`src/rtl/if_stage.sv`:
```
// Instruction-fetch stage: program counter, instruction-memory addressing and the IF/ID
// pipeline register, with redirect/flush/stall priority and halt on running off the end of memory.
module if_stage #(
   parameter logic [31:0] RESET_PC = 32'h0000_0000,
   parameter int          IMEM_AW  = 8
) (
   input  logic               clk_i,
   input  logic               rst_i,
   input  logic               stall_i,
   input  logic               flush_i,
   input  logic               redirect_i,
   input  logic [31:0]        redirect_pc_i,
   output logic [IMEM_AW-1:0] imem_addr_o,
   input  logic [31:0]        imem_data_i,
   output logic [31:0]        pc_o,
   output logic [31:0]        ifid_instr_o,
   output logic [31:0]        ifid_pc4_o,
   output logic               ifid_valid_o,
   output logic               halted_o,
   output logic               misalign_o
);

   logic [31:0] pc_reg, pc_next;
   logic [31:0] instr_reg, instr_next;
   logic [31:0] pc4_reg, pc4_next;
   logic        valid_reg, valid_next;
   logic        halted_reg, halted_next;
   logic        misalign_reg, misalign_next;
   logic [31:0] pc_plus4;
   logic        out_of_range;

   assign pc_plus4     = pc_reg + 32'd4;
   // Any PC bit above the word-address field means the fetch is past the end of memory.
   assign out_of_range = (pc_reg >> (IMEM_AW + 2)) != 32'd0;

   always_comb begin
      pc_next       = pc_reg;
      instr_next    = instr_reg;
      pc4_next      = pc4_reg;
      valid_next    = valid_reg;
      halted_next   = halted_reg;
      misalign_next = misalign_reg;
      if (redirect_i) begin
         pc_next     = {redirect_pc_i[31:2], 2'b00};
         instr_next  = 32'd0;
         pc4_next    = 32'd0;
         valid_next  = 1'b0;
         halted_next = 1'b0;
         if (redirect_pc_i[1:0] != 2'b00) begin
            misalign_next = 1'b1;
         end
      end else if (flush_i) begin
         instr_next = 32'd0;
         pc4_next   = 32'd0;
         valid_next = 1'b0;
      end else if (stall_i) begin
         pc_next = pc_reg;
      end else if (out_of_range || halted_reg) begin
         instr_next  = 32'd0;
         pc4_next    = 32'd0;
         valid_next  = 1'b0;
         halted_next = 1'b1;
      end else begin
         pc_next    = pc_plus4;
         instr_next = imem_data_i;
         pc4_next   = pc_plus4;
         valid_next = 1'b1;
      end
   end

   always_ff @(posedge clk_i or negedge rst_i) begin
      if (!rst_i) begin
         pc_reg       <= RESET_PC;
         instr_reg    <= 32'd0;
         pc4_reg      <= 32'd0;
         valid_reg    <= 1'b0;
         halted_reg   <= 1'b0;
         misalign_reg <= 1'b0;
      end else begin
         pc_reg       <= pc_next;
         instr_reg    <= instr_next;
         pc4_reg      <= pc4_next;
         valid_reg    <= valid_next;
         halted_reg   <= halted_next;
         misalign_reg <= misalign_next;
      end
   end

   assign imem_addr_o  = pc_reg[IMEM_AW+1:2];
   assign pc_o         = pc_reg;
   assign ifid_instr_o = instr_reg;
   assign ifid_pc4_o   = pc4_reg;
   assign ifid_valid_o = valid_reg;
   assign halted_o     = halted_reg;
   assign misalign_o   = misalign_reg;

endmodule

```
`config.mk`:
```
export PLATFORM = sky130hd
export DESIGN_NAME = if_stage
export DESIGN_NICKNAME = d
export VERILOG_FILES = /design/src/rtl/if_stage.sv
export SDC_FILE = /design/constraint.sdc
export NUM_CORES = 1
export LEC_CHECK = 0
export ABC_CLOCK_PERIOD_IN_PS = 1900
export BUFFER_PORTS_ARGS = -buffer_cell sky130_fd_sc_hd__buf_2
export CAP_MARGIN = 20
export CORE_MARGIN = 4
export CORE_UTILIZATION = 45
export DETAILED_ROUTE_END_ITERATION = 10
export HOLD_SLACK_MARGIN = 0.06
export PLACE_DENSITY_LB_ADDON = 0.05
export SLEW_MARGIN = 15
export SYNTH_ARGS = -nofsm -noshare
export SYNTH_HDL_FRONTEND = slang
export SYNTH_SLANG_ARGS = --single-unit
```
`constraint.sdc`:
```
create_clock -name clk_i -period 1.9 [get_ports clk_i]
set_input_delay 0.19 -clock clk_i [delete_from_list [all_inputs] [get_ports clk_i]]
set_output_delay 0.19 -clock clk_i [all_outputs]
set_load 0.03 [all_outputs]
```
# After elaboration in Yosys (flattened, before gate mapping)
# Cells that the tools add are included.
dict set report classes {
  mux 20
  addsub 1
  n_eq_ne 4
  reduce_logical 7
}
# operator n
set ops {}
lappend ops {{32-bit 2-to-1 mux} 12}
lappend ops {{32-bit by 3-bit adder with 32-bit output (second input constant)} 1}
lappend ops {{32-bit nonzero test} 1}
lappend ops {{1-bit 2-to-1 mux} 8}
lappend ops {{3-bit AND reduction} 2}
lappend ops {{2-bit by 1-bit != test with 1-bit output (second input constant)} 2}
lappend ops {{2-bit nonzero test} 2}
lappend ops {{3-bit by 1-bit != test with 1-bit output (second input constant)} 1}
lappend ops {{2-bit != test (second input constant)} 1}
lappend ops {{2-bit AND reduction} 1}
lappend ops {{1-bit logical OR} 1}
dict set report word_totals {
  wordCells 38
  output_inout_bits 107
  input_bits 69
  register_bits 99
}

# Depth between registers and ports, before layout
dict set report logic_depth {
  depth_word 6
  mapped_depth 7
  ltp_nobuf 5
}

# Worst setup path before layout
# OpenSTA, ideal clock, no wires.
dict set report synth_timing {
  kind {register to register}
  from {register pc_reg[2] (netlist: pc_o[2])}
  to {register pc_reg[8] (netlist: pc_o[8])}
  setup_ps 82
  required_time_ps 1818
  period_less_slack_ps 1871
  t_arrival_ps 1789
  path_buffers 0
  stages_incl_launch_ff 6
  path_slack_ps 29
  cell_sequence {dfrtp_1 > ha_1 > and3_1 > nand3_1 > or4_1 > a31oi_1}
}
dict set report synth_via {
  elab_chain_len 5
}
# item line_no
set synth_rtl {}
lappend synth_rtl {{from (decl)} 23} ;# logic [31:0] pc_reg, pc_next;
lappend synth_rtl {{from (signal assigned)} 80} ;# pc_reg <= pc_next;
lappend synth_rtl {{32-bit by 3-bit adder with 32-bit output} 32} ;# assign pc_plus4 = pc_reg + 32'd4;
lappend synth_rtl {{32-bit 2-to-1 mux} 58} ;# end else if (out_of_range || halted_reg) begin
lappend synth_rtl {{32-bit 2-to-1 mux} 56} ;# end else if (stall_i) begin
lappend synth_rtl {{32-bit 2-to-1 mux} 52} ;# end else if (flush_i) begin
lappend synth_rtl {{32-bit 2-to-1 mux} 43} ;# if (redirect_i) begin
# No other way between the ends. The select of a mux whose other input is x is not followed.
# A chain may end at the register's enable or synchronous reset.

# Final worst setup path
dict set report layout_timing {
  from {register pc_reg[21] (netlist: pc_o[21])}
  to {register pc_reg[5] (netlist: pc_o[5])}
}
dict set report layout_via {
  elab_chain_len 4
}
# item line_no
set layout_rtl {}
lappend layout_rtl {{32-bit nonzero test} 34} ;# assign out_of_range = (pc_reg >> (IMEM_AW + 2)) != 32'd0;
lappend layout_rtl {{1-bit logical OR} 58}
lappend layout_rtl {{2-bit != test (no line)} --}
lappend layout_rtl {{3-bit AND reduction (no line)} --}
# No other way between the ends.

==> results.py <==
metrics = {
    "cts": {
        "clkSlewWorstSetupHoldPaths_ns": 0.10,
        "clock_path_buffers": 2,
        "cts_tree": "done",
        "clk_latency_ns": 0.37,
        "h-tree-depth": 3,
        "root_buffer": "clkbuf_8",
        "cts_sinks": 96,
        "cts_buffers": 9,
    },
    "floorplan": {
        "die_height_microns": 105.6,
        "ios": 176,
        "dieArea_sq_mm": 0.01115,
        "coreArea_sq_mm": 0.009240,
        "row_count": 35,
        "die_x_microns": 105.6,
        "initial_core_util": 0.4639,
    },
    "finish": {
        "area_growth_pct": 33.83,
        "fin_nets": 646,
        "design_area_sq_mm": 0.005737,
        "antenna_cells": 0,
        "fill_cells": 782,
        "seqCellArea_sq_mm": 0.002402,
        "final_layout_size_suffix_gt1_frac": 0.4028,
        "multiInputGateArea_sq_mm": 0.001664,
    },
    "placed_design": {
        "placed_area_sq_mm": 0.005254,
        "place_ws_ns": 0.0003691,
        "port_buffers": 173,
        "dpl.hpwl_microns": 7854,
        "place.gp.congestion": 0.7779,
    },
    "route": {
        "postRouteAntennaNets": 0,
        "drcViolationCount": 0,
        "drtIter0Drc": 194,
        "first_pass_iters": 4,
        "wl_per_cell_microns": 16.00,
        "num_vias": 3695,
        "vias_per_cell": 5.204,
        "finalWirelength_microns": 11360,
    },
    "timing": {
        "fmax_ghz": 0.5453,
        "fin_crit_sh": 0.9651,
        "period_minus_slack_ns": 1.834,
        "finalHoldViolCount": 0,
        "final.setup.worst_slack_ns": 0.06626,
        "whs_ns": 0.06665,
        "skew_ns": 0.01290,
        "setup_viol": 0,
        "slew_violations": 0,
    },
    "run_status": {
        "status": "finished, final reports clean",
    },
    "power": {
        "p_per_area_mw_per_mm2": 726.2,
        "total_leakage_power_nw": 2.803,
        "irDropWorstVdd_mv": 0.3960,
    },
    "synthesis": {
        "ys_seq_elements": 96,
        "synth_ff_type": "dfrtp_1",
        "async_flop_share": 1.000,
        "ys_warn_count": 0,
        "yosys.cell_types.count": 38,
        "seq_area_frac_synth": 0.5604,
        "synth.largest_area_cell": "dfrtp_1",
        "synth-edff-count": 0,
        "synthCells": 387,
        "yosysMostFrequentCell": "dfrtp_1",
        "synth.top_cell.area_share": 0.5604,
        "avgSynthCellArea_sq_um": 11.08,
        "syn-cell-area_sq_mm": 0.004287,
        "synthTopCellsByArea": "dfrtp_1 56%, nand4b_1 6.7%, a21oi_1 4.4%",
        "ys_top_cells_by_count": "96 x dfrtp_1, 42 x nand2_1, 38 x a21oi_1",
    },
    "grt": {
        "grt_pass1_vias": 3732,
        "grt_first_pass_wirelength_microns": 18770,
        "overflow": 0,
        "grt_max_degree": 52,
        "antenna_found_initial": 0,
        "grt_use_total": 0.2071,
    },
    "flow_run": {
        "drv_cap": 0,
    },
    "critical_path": {
        "cp-end-kind": "flop",
        "crit_arrival_ns": 2.13,
        "cp-start-kind": "flop",
        "required_ns": 2.19,
        "crit_type": "flop to flop",
        "crit_fanout": 11,
    },
    "hold_path": {
        "hold_path.class": "primary input to flop",
    },
}
## sequential cells by signal, summed over array words and instances (netlist names)
| signal | cells |
|---|---|
| misalign_o | 1 |
| ifid_valid_o | 1 |
| ifid_pc4_o | 31 |
| ifid_instr_o | 32 |
| halted_o | 1 |
| pc_o | 30 |
## final timing paths
path / depth (start not counted) / slack (ns) / from / end
max reg2reg: 4 / 0.07 / pc_o[21]$_DFFE_PN0P_ / pc_o[5]$_DFFE_PN0P_
min in group asynchronous: 2 / 0.31 / rst_i / ifid_instr_o[8]$_DFFE_PN0P_
min reg2reg: 1 / 0.49 / misalign_o$_DFFE_PN0P_ / misalign_o$_DFFE_PN0P_
max: 4 / 0.07 / pc_o[21]$_DFFE_PN0P_ / pc_o[5]$_DFFE_PN0P_
max in group asynchronous: 3 / 0.96 / rst_i / ifid_pc4_o[5]$_DFFE_PN0P_
min: 2 / 0.07 / redirect_pc_i[10] / pc_o[10]$_DFFE_PN0P_
## cell families (layout without fill, tap and decap cells)
family	count (synthesis)	count (layout)	share of synthesized area
AOI/OAI and AO/OA	63	63	0.08348
xor gates and xnor gates	7	7	0.01430
adders and majority gates	1	1	0.002918
buffers and inverters	45	238	0.05458
DFF	96	96	0.5604
muxes	21	21	0.05516
other	1	2	0.0008748
and+or+nand+nor	153	153	0.2283
## where the power goes
part	internal, W	switching [W]	total [W]
Sequential	0.00211	0.0000929	0.00220
Combinational	0.000265	0.000415	0.000680
Clock	0.000530	0.000757	0.00129
Total	0.00290	0.00127	0.00417
## what timing repair did
item                                    in CTS  in global routing
endpoints found under the setup margin       4                 28
cloned                                       0                  0
resized for setup                            1                  1
setup buffers                                0                  3
endpoints found under the hold margin       57                  0
pin swaps                                    0                  2
hold buffers                                26                  0
## per-stage QoR
stage / total power, W / instances / TNS, ns / utilization
floorplan: 0.002625 / 388 / 0 / -
CTS: 0.004201 / 707 / 0 / 0.6183
detailed placement: 0.002877 / 665 / 0 / 0.5686
global route: 0.004382 / 710 / -0.05668 / 0.6209
global placement: 0.002871 / 665 / 0 / 0.5686
finish: 0.004166 / 710 / 0 / 0.6209
## final cells by class
class                   instances  area share
multi-input cells             247      0.2901
clock inverters                 6    0.009160
flip-flops and latches         96      0.4188
inverters                       2    0.001309
repair buffers                220      0.2286
clock buffers                  10     0.02399
well taps                     129     0.02814
## critical path: stages (launching register included)
cell and delay, ns:
dfrtp_1 0.43, nor4_4 0.37, nand4_4 0.21, or4_1 0.56, a31oi_1 0.19
## cells in the final DEF, fill, tap and decap left out, drive strengths merged, types with 4 or more instances in the layout
master,count
clkbuf,10
buf,194
nand3,10
mux2,21
inv,4
nor2,18
o21ai,7
nand4,5
nand4b,33
or3,5
dfrtp,96
dlygate4sd3,26
xnor2,5
and3,24
o31ai,7
a31oi,6
nand2,42
a21oi,38
or4,5
nor4,5
## routing by layer
layer / routed length [microns] / vias to the layer above / part of all wire / GRT usage
met2: 5391 / 130 / 0.47 / 0.3219
met3: 944 / 11 / 0.083 / 0.06491
met1: 4892 / 1800 / 0.43 / 0.2817
met5: 0 / - / 0 / 0
li1: - / 1754 / - / -
met4: 129 / 0 / 0.011 / 0.05643
Note: power is estimated with default switching activity, not from simulation.
